==> config.mk <==
export PLATFORM = sky130hd
export DESIGN_NAME = io_port_responder
export DESIGN_NICKNAME = d
export VERILOG_FILES = /design/src/rtl/io_port_responder.sv
export SDC_FILE = /design/constraint.sdc
export NUM_CORES = 1
export LEC_CHECK = 0
export ABC_AREA = 1
export CAP_MARGIN = 15
export CORE_MARGIN = 8
export CORE_UTILIZATION = 59
export DETAILED_ROUTE_END_ITERATION = 12
export GPL_TIMING_DRIVEN = 0
export PLACE_DENSITY_LB_ADDON = 0.08
export SYNTH_ARGS = -nofsm -noshare
export SYNTH_HDL_FRONTEND = slang
export SYNTH_SLANG_ARGS = --single-unit
==> constraint.sdc <==
create_clock -name clk -period 2.6 [get_ports clk]
set_input_delay 0.65 -clock clk [delete_from_list [all_inputs] [get_ports clk]]
set_output_delay 0.65 -clock clk [all_outputs]
set_load 0.05 [all_outputs]
==> src/rtl/io_port_responder.sv <==
// Device side of the CPU I/O handshake: the input FIFO feeds CPU reads and the output FIFO absorbs CPU writes.
// Each channel has a req/ack FSM and a FIFO; the host works on the opposite end of each FIFO.
//
// state      | meaning
// S_IDLE     | waiting for req with FIFO ready
// S_ACK      | ack pulse this cycle
// S_WAIT_LOW | holding until req drops
module io_port_responder #(
  parameter int DW    = 16,
  parameter int DEPTH = 8,
  parameter int AW    = 3
) (
  input  logic          clk,
  input  logic          rst_b,
  input  logic          inp_req,
  output logic          inp_ack,
  output logic [DW-1:0] inp_data,
  input  logic          out_req,
  input  logic [DW-1:0] out_data,
  output logic          out_ack,
  input  logic          host_wr_en,
  input  logic [DW-1:0] host_wr_data,
  output logic          host_in_full,
  input  logic          host_rd_en,
  output logic [DW-1:0] host_rd_data,
  output logic          host_rd_valid,
  output logic          host_out_empty,
  output logic [AW:0]   in_count,
  output logic [AW:0]   out_count,
  output logic [1:0]    err_flags
);

  typedef enum logic [1:0] {S_IDLE, S_ACK, S_WAIT_LOW} state_t;

  localparam logic [AW:0] L_FULL = (AW+1)'(DEPTH);

  state_t r_in_state, w_in_next;
  state_t r_out_state, w_out_next;

  logic [DW-1:0] r_in_mem  [DEPTH];
  logic [DW-1:0] r_out_mem [DEPTH];
  logic [AW-1:0] r_in_wp, r_in_rp, r_out_wp, r_out_rp;
  logic [AW:0]   r_in_cnt, r_out_cnt;
  logic [DW-1:0] r_inp_data, r_host_rd_data;
  logic          r_host_rd_valid;
  logic [1:0]    r_err;

  logic w_in_push, w_in_pop, w_out_push, w_out_pop;

  // Fullness and emptiness are judged on the counts before the clock edge.
  // Because of that, a word pushed this cycle cannot also be popped this cycle.
  assign w_in_push  = host_wr_en && (r_in_cnt != L_FULL);
  assign w_in_pop   = (r_in_state == S_IDLE) && inp_req && (r_in_cnt != '0);
  assign w_out_push = (r_out_state == S_IDLE) && out_req && (r_out_cnt != L_FULL);
  assign w_out_pop  = host_rd_en && (r_out_cnt != '0);

  always_comb begin
    w_in_next = r_in_state;
    case (r_in_state)
      S_IDLE:     if (w_in_pop) w_in_next = S_ACK;
      S_ACK:      w_in_next = S_WAIT_LOW;
      S_WAIT_LOW: if (!inp_req) w_in_next = S_IDLE;
      default:    w_in_next = S_IDLE;
    endcase
  end

  always_comb begin
    w_out_next = r_out_state;
    case (r_out_state)
      S_IDLE:     if (w_out_push) w_out_next = S_ACK;
      S_ACK:      w_out_next = S_WAIT_LOW;
      S_WAIT_LOW: if (!out_req) w_out_next = S_IDLE;
      default:    w_out_next = S_IDLE;
    endcase
  end

  always_ff @(posedge clk or negedge rst_b) begin
    if (!rst_b) begin
      r_in_state  <= S_IDLE;
      r_out_state <= S_IDLE;
    end else begin
      r_in_state  <= w_in_next;
      r_out_state <= w_out_next;
    end
  end

  // The storage arrays are not reset; the pointers and counts define which entries are valid.
  always_ff @(posedge clk) begin
    if (w_in_push)  r_in_mem[r_in_wp]   <= host_wr_data;
    if (w_out_push) r_out_mem[r_out_wp] <= out_data;
  end

  always_ff @(posedge clk or negedge rst_b) begin
    if (!rst_b) begin
      r_in_wp         <= '0;
      r_in_rp         <= '0;
      r_in_cnt        <= '0;
      r_out_wp        <= '0;
      r_out_rp        <= '0;
      r_out_cnt       <= '0;
      r_inp_data      <= '0;
      r_host_rd_data  <= '0;
      r_host_rd_valid <= 1'b0;
      r_err           <= 2'b00;
    end else begin
      if (w_in_push) r_in_wp <= r_in_wp + 1'b1;
      if (w_in_pop) begin
        r_in_rp    <= r_in_rp + 1'b1;
        r_inp_data <= r_in_mem[r_in_rp];
      end
      case ({w_in_push, w_in_pop})
        2'b10:   r_in_cnt <= r_in_cnt + 1'b1;
        2'b01:   r_in_cnt <= r_in_cnt - 1'b1;
        default: r_in_cnt <= r_in_cnt;
      endcase

      if (w_out_push) r_out_wp <= r_out_wp + 1'b1;
      if (w_out_pop) begin
        r_out_rp       <= r_out_rp + 1'b1;
        r_host_rd_data <= r_out_mem[r_out_rp];
      end
      case ({w_out_push, w_out_pop})
        2'b10:   r_out_cnt <= r_out_cnt + 1'b1;
        2'b01:   r_out_cnt <= r_out_cnt - 1'b1;
        default: r_out_cnt <= r_out_cnt;
      endcase

      r_host_rd_valid <= w_out_pop;
      if (host_wr_en && (r_in_cnt == L_FULL)) r_err[1] <= 1'b1;
      if (host_rd_en && (r_out_cnt == '0))    r_err[0] <= 1'b1;
    end
  end

  assign inp_ack        = (r_in_state == S_ACK);
  assign out_ack        = (r_out_state == S_ACK);
  assign inp_data       = r_inp_data;
  assign host_rd_data   = r_host_rd_data;
  assign host_rd_valid  = r_host_rd_valid;
  assign host_in_full   = (r_in_cnt == L_FULL);
  assign host_out_empty = (r_out_cnt == '0);
  assign in_count       = r_in_cnt;
  assign out_count      = r_out_cnt;
  assign err_flags      = r_err;

endmodule
# Yosys cells after proc, flatten, opt, wreduce, memory -nomap -nowiden
# Memories as Yosys holds them, arrays and structs flattened. A register that Yosys moved wholly into a read port is not among the register bits.
# Cells that the tools add are included.
[word_totals] regBits=27 ram_bits=256 output_inout_bits=47 wordCells=67 memories=2
[op_classes] n_addsub=8 n_eq_ne=15 muxes=12 reduce_logical=19
[memory_table] memory="r_in_mem" words=8 word_bits=16 rd=1 rd_clocked_by_memory_dff=1 write_ports=1 line_no="40" rtl="logic [DW-1:0] r_in_mem [DEPTH];"
[memory_table] memory="r_out_mem" words=8 word_bits=16 rd=1 rd_clocked_by_memory_dff=1 write_ports=1 line_no="41" rtl="logic [DW-1:0] r_out_mem [DEPTH];"
[op_table] cell="$pmux 4 s2" n=2
[op_table] cell="$add 3x1->3 const B" n=4
[op_table] cell="$pmux 2 s3" n=2
[op_table] cell="$add 4x1->4 const B" n=2
[op_table] cell="$eq 2x1->1 const B" n=4
[op_table] cell="$eq 2x2->1 const B" n=4
[op_table] cell="$logic_and 1x1->1" n=8
[op_table] cell="$mux 2" n=4
[op_table] cell="$ne 2x2->1 const B" n=4
[op_table] cell="$ne 4x4->1 const B" n=2
[op_table] cell="$reduce_bool 4->1" n=2
[op_table] cell="$sub 4x1->4 const B" n=2
[op_table] cell="$eq 4x4->1 const B" n=1
[op_table] cell="$logic_not 2->1" n=2
[op_table] cell="$logic_not 4->1" n=1
[op_table] cell="$mux 1" n=4
[op_table] cell="$reduce_and 2->1" n=2
[op_table] cell="$reduce_bool 2->1" n=2
[op_table] cell="$logic_not 1->1" n=2

# Logic depth before layout (Yosys ltp)
# Gate-level depths: netlist of the first run.
[logic_depth] word_depth=5 mapped_depth=14 mapped_depth_nobuf=13

# Least setup slack after synthesis of the first run
# No wires, ideal clock.
[synth_path] kind="register to register" startpoint="register r_out_cnt[2], in the netlist out_count[2]" endpoint="memory r_out_mem[0][0] (enable)" setup_time_ns=0.409 arrival_time_ns=2.269 setup_slack_ns=-0.079 stages_incl_launch_ff=6 n_path_buf=1 synth_period_minus_slack_ns=2.679 path_cell_list="dfrtp_1 -> inv_1 -> nand3_1 -> nand2_1 -> buf_2 -> nor3_1"
[synth_between] elab_chain_len=4
[synth_rtl] item="from (decl)" line_no="43" rtl="logic [AW:0] r_in_cnt, r_out_cnt;"
[synth_rtl] item="from (signal assigned)" line_no="123" rtl="2'b10: r_out_cnt <= r_out_cnt + 1'b1;"
[synth_rtl] item="from (signal assigned)" line_no="124" rtl="2'b01: r_out_cnt <= r_out_cnt - 1'b1;"
[synth_rtl] item="from (signal assigned)" line_no="125" rtl="default: r_out_cnt <= r_out_cnt;"
[synth_rtl] item="$ne 4x4->1" line_no="54" rtl="assign w_out_push = (r_out_state == S_IDLE) && out_req && (r_out_cnt != L_FULL);"
[synth_rtl] item="$logic_and 1x1->1" line_no="54"
[synth_rtl] item="$mux 1" line_no="90" rtl="if (w_out_push) r_out_mem[r_out_wp] <= out_data;"
[synth_rtl] item="$mux 1 (implied by the code)" line_no="90"
[synth_rtl] item="to (decl)" line_no="41"
# No other way between the ends.

# Final worst setup path of the first run
[layout_path] startpoint="register r_in_state[1]" endpoint="output port inp_ack"
[layout_between] elab_chain_len=1
[layout_rtl] item="from (decl)" line_no="37" rtl="state_t r_in_state, w_in_next;"
[layout_rtl] item="from (signal assigned)" line_no="82" rtl="r_in_state <= w_in_next;"
[layout_rtl] item="$eq 2x1->1" line_no="134" rtl="assign inp_ack = (r_in_state == S_ACK);"
[layout_rtl] item="to (decl)" line_no="16" rtl="output logic inp_ack,"
# No other way between the ends.

==> impl_summary.md, run 1 <==
STA
Headroom to the max-slew limit came out at roughly 30%. The minimum clock period is between 2 and 3 ns. Setup repair after global routing left no endpoint under its margin. The final hold violation count is 0. For the pin with the worst max-slew slack, the measured transition is approximately 1.0 ns.

The total count of max-transition violations in the final report came to 0. Derived from the worst setup path, the maximum achievable clock frequency is a little under 0.4 GHz. Setup violations remaining at the end of the flow were counted as 0. After layout, the worst setup slack is slightly below 0.08 ns. On the final layout, the worst clock skew is about 0.011 ns.

In the finished design, the share of the clock period the worst path needs comes to between 90% and 100%.

Routing
The antenna violation net count after detailed routing is 0. The number of vias after detailed routing is around 8400. The number of search-and-repair iterations in the first detailed-routing pass is 5. The sum of routed wire segments on met1 is about 13 mm. The ratio of routed vias to standard cells is ~5.6.

The DRC violation count after routing is 0. In the final routed layout, each cell accounts on average for roughly 20 um. The first-iteration detailed-routing DRC count is about 700. The wire length reported by the detailed router is approximately 30 mm. The top routing layer in use is met4. Wire segments on met3 add up to roughly 2.7 mm in the final route.

The met2 wire length is about 14 mm.

CTS
The depth of the CTS H-tree is 1. The clock reaches the later pin of the worst-skew pair after ~0.56 ns. The number of sinks driven by the clock tree is ~320.

The maximum root-to-sink buffer count is 3. Clock-pin slew was measured on the worst setup and hold paths at 0.06 ns. CTS placed an instance of clkbuf_16 at the clock tree root. In this run, post-CTS hold repair placed 0 buffers.

The buffers inserted during post-CTS setup optimization is 0. Counting the buffers created by CTS gives 31. TritonCTS built the clock tree.

Logic synthesis
The most used standard cell by instance count after synthesis is nor2_1. Counting every instance in the synthesized netlist gives around 1100. The number of flops mapped to enable cells by yosys is roughly 260. The mean cell area of the mapped netlist is roughly 12 um^2. The share of the Yosys chip area taken by registers is 72.46%. The netlist area before placement is about 13000 um^2. The proportion of synthesized flip-flops having asynchronous set or reset is approximately a fifth. Counting instances in the post-synthesis netlist gives the leading cell types as 272 x nor2_1, 256 x edfxtp_1, 109 x nand2_1, 109 x nand3_1, 80 x o21ai_0.

Counting flops and latches in the post-synthesis netlist gives between 300 and 400. The number of nets in the synthesized netlist is around 1100. The main flop type after synthesis is edfxtp_1. Of all cell types, the one taking the most synthesized area is edfxtp_1. The number of synthesis warnings is 0.

In this run the biggest area consumer among cell types represents between 60% and 70% of the synthesized area. The netlist uses 28 different library cells. Sorting the synthesized cells by area gives the leading types as edfxtp_1 61%, dfrtp_1 12%, nor2_1 8.1%.

Run status
The flow ran to the end, and the final reports show no timing, DRC or antenna violations.

Global routing
The wire length of the first global-routing pass is 46.18 mm. Entering global routing, the biggest net connects 60 pins. Global routing used between 20% and 30% of the available tracks across all layers. The number of antenna violations at the first check in global routing is 0. The total congestion overflow after global routing is 0.

The via count of the first global-routing pass is 8497.

Layout
Of the cells placed in the final design, the portion with a size suffix greater than 1 is about a tenth. The count of non-filler cells in the finished layout is around 1500. Relative to the synthesized area, the layout overhead comes to 18.91%. The number of fill cells is 1464.

0 antenna diodes ended up in the layout. The final layout contains approximately 1300 nets.

Power and ir drop
The worst-case IR drop observed on VDD is 0.8412 mV. The total power divided by cell area is between 1000 and 1500 nW/um^2. The analysis attributes to cell leakage a power of 0.005617 uW.

Placement
The count of buffers added on input and output ports is 84. Detailed placement finished with a half-perimeter wire length of 19.23 mm. After detailed placement, the design holds a cell count of 1446. The global placement routability congestion is roughly 0.79. Before CTS, the worst setup slack after placement is -0.3898 ns.

Floorplan
The width of the die is approximately 160 um. The effective utilization at floorplan is between 60% and 70%. For this design the top-level I/O count stands at 85. The area of the die is approximately 26000 um^2. Row generation in the floorplan step produced between 50 and 60 rows.

The region available for standard cell placement spans 21020 um^2. The vertical extent of the die is 162.4 um.

Hold path
The class of the tightest hold or removal check is in2async.

Setup path
The startpoint identified for the worst register-to-register timing path is out_count[0]. The path depth of the worst reg2reg path is 14. STA puts the critical path data required time at slightly below 2 ns. The slack of the worst reg-to-reg path is 0.20 ns. The category of the critical setup timing path is reg2out.

The largest driver fanout on the critical path is 4. The kind of end point of the critical path is an output port. The critical path data arrival time is about 1.9 ns.

The startpoint type of the worst setup path is a register. The worst register-to-register path ends at out_count[2].

Job
The total of max-cap violations is 0.
[power by group]
part / internal, uW / leakage (uW) / switching, uW
Combinational: 2390 / 0.00211 / 5130
Sequential: 6460 / 0.00303 / 421
Clock: 2520 / 0.000476 / 1810
[critical path: stages (launching register included)]
cell,delay (ns)
dfrtp_1,0.40
nor2_1,0.11
clkdlybuf4s50_1,0.81
[how the worst max path moves through the flow]
stage / from / end / slack [ns] / cells after the start
3_3_place_gp: rst_b / inp_data[2] / -1.49 / 1
5_1_grt: r_in_state[1] / inp_ack / 0.01 / 2
6_report: r_in_state[1] / inp_ack / 0.08 / 2
2_1_floorplan: out_count[2] / r_out_mem[0][0] / -0.08 / 5
3_5_place_dp: inp_req / in_count[2] / -0.39 / 13
4_1_cts: in_count[0] / host_in_full / 0.009 / 4
[layout by cell type, fill, tap and decap left out, drive strengths merged]
| cell type | instances |
|---|---|
| a31oi | 2 |
| bufinv | 3 |
| o21bai | 1 |
| nor2 | 274 |
| clkinv | 12 |
| o21ai | 139 |
| edfxtp | 256 |
| buf | 56 |
| ha | 10 |
| xor2 | 6 |
| clkdlybuf4s50 | 80 |
| clkbuf | 57 |
| nor3 | 9 |
| dlymetal6s2s | 1 |
| a21o | 1 |
| a21oi | 3 |
| nand2 | 109 |
| inv | 34 |
| nand3 | 109 |
| dfrtp | 59 |
| o22ai | 2 |
| or2 | 1 |
| xnor2 | 5 |
[kinds of logic (layout without fill, tap and decap cells)]
group / count (synthesis) / in the layout / synth area share, %
compound gates: 148 / 148 / 5.986
buf+inv: 87 / 243 / 3.631
flops: 315 / 315 / 72.46
fa+ha+maj: 10 / 10 / 0.9894
xor+xnor: 11 / 11 / 0.7618
simple gates: 502 / 502 / 16.17
[final cells by class]
type                       count  area (um^2)  area share (%)
clock buffer                  43        830.8           5.525
inverter                      34        127.6          0.8487
buffer                        53        334.1           2.222
sequential                   315         9164           60.94
tap                          275        344.1           2.288
timing repair buffer          98         1011           6.723
clock inverter                15        145.1          0.9652
multi-input combinational    671         3080           20.49
[what timing repair did]
action,in CTS,in global routing
endpoints found under the setup margin,2,4
resized for setup,2,7
pin swaps,0,0
[metal layers]
metal | GRT usage, % | up-vias
met1 | 31.01 | 4071
li1 | - | 3980
met2 | 36.29 | 355
met4 | 5.429 | 0
met3 | 4.727 | 31
met5 | 0 | -
[registers in the layout (all words and copies together), names as in the netlist, 4 cells and up]
signal and flops:
r_in_mem 128, inp_data 16, out_count 4, r_out_mem 128, in_count 4, host_rd_data 16
[stage by stage]
stage | util [%] | total power (uW) | area, um^2 | hold WS [ns] | TNS, ns
3_5_place_dp | 66.91 | 14450 | 14070 | 0.4568 | -28.17
2_1_floorplan | - | 11890 | 12650 | 0.3544 | -10.07
4_1_cts | 71.54 | 18780 | 15040 | 0.2370 | 0
5_1_grt | 71.53 | 19760 | 15040 | 0.2684 | 0
6_report | 71.53 | 18730 | 15040 | 0.2089 | 0
3_3_place_gp | 65.79 | 14120 | 13830 | 0.4460 | -334.03
(Power assumes the default switching activity.)
==> inputs of run 2 (changes only) <==
--- a/config.mk
+++ b/config.mk
@@ -5,10 +5,10 @@
 export SDC_FILE = /design/constraint.sdc
 export NUM_CORES = 1
 export LEC_CHECK = 0
-export ABC_AREA = 1
+export ABC_AREA = 0
 export CAP_MARGIN = 15
 export CORE_MARGIN = 8
-export CORE_UTILIZATION = 59
+export CORE_UTILIZATION = 58
 export DETAILED_ROUTE_END_ITERATION = 12
 export GPL_TIMING_DRIVEN = 0
 export PLACE_DENSITY_LB_ADDON = 0.08
==> run 2 against run 1 <==
Effect of this change:
- critical path depth down 1
- sequential share of layout area up 0.47 points
- cell count down 30%
- hold slack better by 0.012 ns
- total power down 4.2%
- cell area down 0.65%
- worst setup slack better by 0.0058 ns
- count of clock-buffer cells in the layout up 1
- critical path type unchanged
- critical endpoint is now in_count[2]
- largest cell class unchanged
- highest routed layer is now met5
==> impl_summary.md, run 2 <==
Placement
The total half-perimeter wirelength after legalization and detailed placement was 16.01 mm (-17%). The quantity of I/O buffers inserted on ports is 84 (unchanged). The pre-CTS setup slack was -0.5066 ns (-0.1168 ns). The global placement routability congestion is 0.7650 (-3.1%). The number of cells in the design after placement was 992 (-31%). The instance area at placement is 13860 um^2 (-1.5%).

Setup path
The beginning of the critical path is in_count[2]. The critical path goes through clkdlybuf4s50_1. The kind of end point of the critical path is an output port. Broken down by cell family, the worst path's largest delay share belongs to buffers and inverters. The worst path buffer plus inverter count came to 1 (unchanged). The slack of the worst reg-to-reg path is 0.16 ns (-0.04 ns).

The critical path is of the reg2out type. The worst stage delay on the critical path was 0.86 ns (+0.05 ns). The largest driver fanout on the critical path is 7 (+3).

The total stage count of the critical path came to 1 (-1). The worst setup path is launched from a register. The data required time at the worst endpoint is 1.95 ns (about the same).

The capture point of the critical path is in_count[2]. The cell with the largest stage delay on the worst path is clkdlybuf4s50_1. The critical path data arrival time is 1.87 ns (about the same). The path depth of the worst reg2reg path is 8 (-6). In this run the critical register-to-register path is captured at out_count[3].

The reg-to-reg critical path startpoint is out_count[1].

Logic synthesis
The number of flops mapped to enable cells by yosys is 256 (unchanged). The top cell type's share of synthesized area came to 62.92% (+2.1 points). Sorting the synthesized cells by area gives the leading types as edfxtp_1 63%, dfrtp_1 12%, mux4_2 12%. The main flop type after synthesis is edfxtp_1. Counting instances in the post-synthesis netlist gives the leading cell types as 256 x edfxtp_1, 64 x mux4_2, 59 x dfrtp_1. The proportion of synthesized flip-flops having asynchronous set or reset is 18.73% (unchanged).

The number of flip-flops and latches in the synthesized netlist is 315 (unchanged). The number of synthesis warnings is 0 (unchanged). The count of unique library cells instantiated by Yosys is 41 (+46%). edfxtp_1 is the most common cell in the netlist. The mean cell area of the mapped netlist is 19.80 um^2 (+68%).

The number of nets in the synthesized netlist is 665 (-41%). The synthesized instance count came to 617 (-42%). The cell taking the most area after synthesis is edfxtp_1. The portion of the post-synthesis area used by sequential elements came to 75.00% (+2.5 points). The netlist area before placement is 12220 um^2 (-3.4%).

Layout
The largest registers in the layout are r_in_mem (128), r_out_mem (128). The number of nets in the layout came to 798 (-36%). The top cell types in the final layout, fill and taps aside, are 256 x edfxtp_1, 79 x clkdlybuf4s50_1, 64 x mux4_2. Leaving out fill and tap cells, the most frequent cell in the layout is edfxtp_1. The share of the core filled with cells is 71.75% (+0.21 points). The final non-filler cell area is 14940 um^2 (-0.65%).

The proportion of layout cells with a drive suffix above 1 is 27.48% (+18 points). The count of non-filler cells in the finished layout is 1051 (-30%). The area growth from synthesis to layout is 22.27%.

Global routing
The wire length of the first global-routing pass is 37.92 mm (-18%). The via count of the first global-routing pass is 6576 (-23%). The largest net degree at the start of global routing was 60 (unchanged). The fraction of met1 tracks used by global routing is 22.47% (-8.5 points).

The total congestion overflow after global routing is 0 (unchanged). The overall global routing resource usage is 19.27% (-3.2 points). met2 is the most crowded layer. The met3 capacity usage during global routing is 3.970% (-0.76 points). The number of antenna violations at the first check in global routing was 3 (+3). The met2 global-route usage is 35.20% (-1.1 points).

Floorplan
The area of the placeable core is 20820 um^2 (-0.95%). The width of the die is 161.1 um (-0.78%). The area of the die is 25970 um^2 (-1.5%). The vertical extent of the die is 161.1 um (-0.78%).

The top-level I/O count was 85 (unchanged). The number of placement rows is 53 (unchanged). The effective utilization at floorplan is 58.68% (-1.5 points).

CTS
The depth of the CTS H-tree is 1 (unchanged). The maximum root-to-sink buffer count is 3 (unchanged). The clock transition at the registers of the reported paths is 0.07 ns (about the same). The number of buffers added to fix hold violations after cts came to 0 (unchanged). The number of sinks driven by the clock tree is 315 (unchanged). The clock latency at the later pin of the worst-skew pair is 0.55 ns (about the same). The buffer cell driving the clock tree root is clkbuf_16. The number of buffers created by CTS is 31 (unchanged). TritonCTS built the clock tree.

STA
The final hold violation count is 0 (unchanged). The fraction of the cycle the final worst path needs is 96.74% (-0.22 points). The total count of max-transition violations in the final report is 0 (unchanged). The worst max-slew margin expressed relative to the limit is 41.15% (+11 points). The final clock skew came to 0.009053 ns (-0.001954 ns). The total of endpoints with negative setup slack in the final report is 0 (unchanged). The maximum clock frequency is 0.3976 GHz (+0.23%). Setup repair after global routing left no endpoint under its margin. The setup slack after layout came to 0.08475 ns (+0.005829 ns).

The pin slew with the least headroom to its limit is 0.8827 ns (-0.1666 ns). The minimum clock period is 2.515 ns (-0.005829 ns).

Power and ir drop
The maximum vdd drop is 0.7858 mV (-6.6%). The switching power of the nets was 6022 uW (-18%). The switching power share of the total is 33.56% (-5.8 points). The share of total power in combinational logic is 35.4% (-4.8 points).

The internal power summed over all cells is 11920 uW (+4.9%). The sequential fraction of design power is 38.9% (+2.2 points). The total power divided by cell area is 1201 nW/um^2 (-3.6%). The leakage power figure is 0.005223 uW (-7.0%). The portion of total power attributed to the clock network is 25.6% (+2.5 points).

Routing
The wire length reported by the detailed router is 24.04 mm (-19%). The number of vias after detailed routing is 5972 (-29%). The ratio of routed vias to standard cells was 5.682 (+1.3%). The antenna violation net count after detailed routing is 0 (unchanged). The first-iteration detailed-routing DRC count is 357 (-48%). The number of search-and-repair iterations in the first detailed-routing pass came to 4 (-1).

The DRC violation count after routing was 0 (unchanged). The per-cell routed wire length came to 22.88 um (+16%).

Job
The total of max-cap violations was 0 (unchanged).

Hold path
The class of the tightest hold or removal check is in2async.

Run status
The run finished with clean final reports.
-- run 2: power groups by stage --
stage	Combinational [uW]	Sequential [uW]	Clock, uW
floorplan	3360	8070	0
global placement	6130	7030	0
detailed placement	6490	7080	0
CTS	6490	6990	4680
global route	6830	7090	4860
finish	6360	6980	4600
-- run 2: final cells by class --
cell class	count	area (um^2)
timing repair buffer	100	1092
clock inverter	14	191.4
clock buffer	44	894.6
multi-input combinational	265	3005
sequential	315	9174
inverter	6	25.02
buffer	31	210.2
fill	1302	5883
tap	275	344.1
antenna	1	2.502
-- run 2: metrics by stage --
stage          total power [uW]  TNS [ns]  hold slack (ns)
2_1_floorplan             11430   -0.5318           0.3544
3_3_place_gp              13160   -289.99           0.4366
3_5_place_dp              13570    -26.47           0.4467
4_1_cts                   18160         0           0.2460
5_1_grt                   18780         0           0.2790
6_report                  17940         0           0.2206
-- run 2: timing repair --
action	in CTS	in global routing
endpoints found under the setup margin	3	5
pin swaps	0	1
gates resized for setup	4	5
buffers inserted	0	0
-- run 2: cells by family (layout without fill, tap and decap cells) --
logic type,count (synthesis),in the layout,synth area share [%]
DFF,315,315,75.00
muxes,98,98,14.60
and+or+nand+nor,98,98,3.953
AOI/OAI and AO/OA,42,42,2.284
buffers and inverters,37,195,1.853
xor gates and xnor gates,17,17,1.280
adders and majority gates,10,10,1.024
other,0,1,0
-- run 2: worst min-delay path by stage --
stage                             from  cells after the start  slack [ns]           end
after floorplan                  rst_b                      0        0.35  err_flags[0]
after global placement    err_flags[1]                      1        0.44  err_flags[1]
final                            rst_b                      1        0.22  out_count[0]
after global routing             rst_b                      1        0.28  out_count[3]
after CTS                        rst_b                      1        0.25  err_flags[0]
after detailed placement  err_flags[0]                      1        0.45  err_flags[0]
-- run 2: per-layer routing --
metal	vias to the layer above	part of all wire, %
li1	2715	-
met1	3084	38
met2	131	55
met3	40	5.1
met4	2	2.2
met5	-	0.054
-- run 2: worst reg2reg max path: cells and delay by family (launching register included) --
| kind | cells | cell delay (ns) |
|---|---|---|
| XOR/XNOR | 1 | 0.14 |
| adder cells (fa/ha/maj) | 1 | 0.28 |
| flip-flops | 1 | 0.47 |
| buffers and inverters | 1 | 0.24 |
| AO/OA/AOI/OAI | 2 | 0.60 |
| AND/OR/NAND/NOR | 3 | 0.60 |
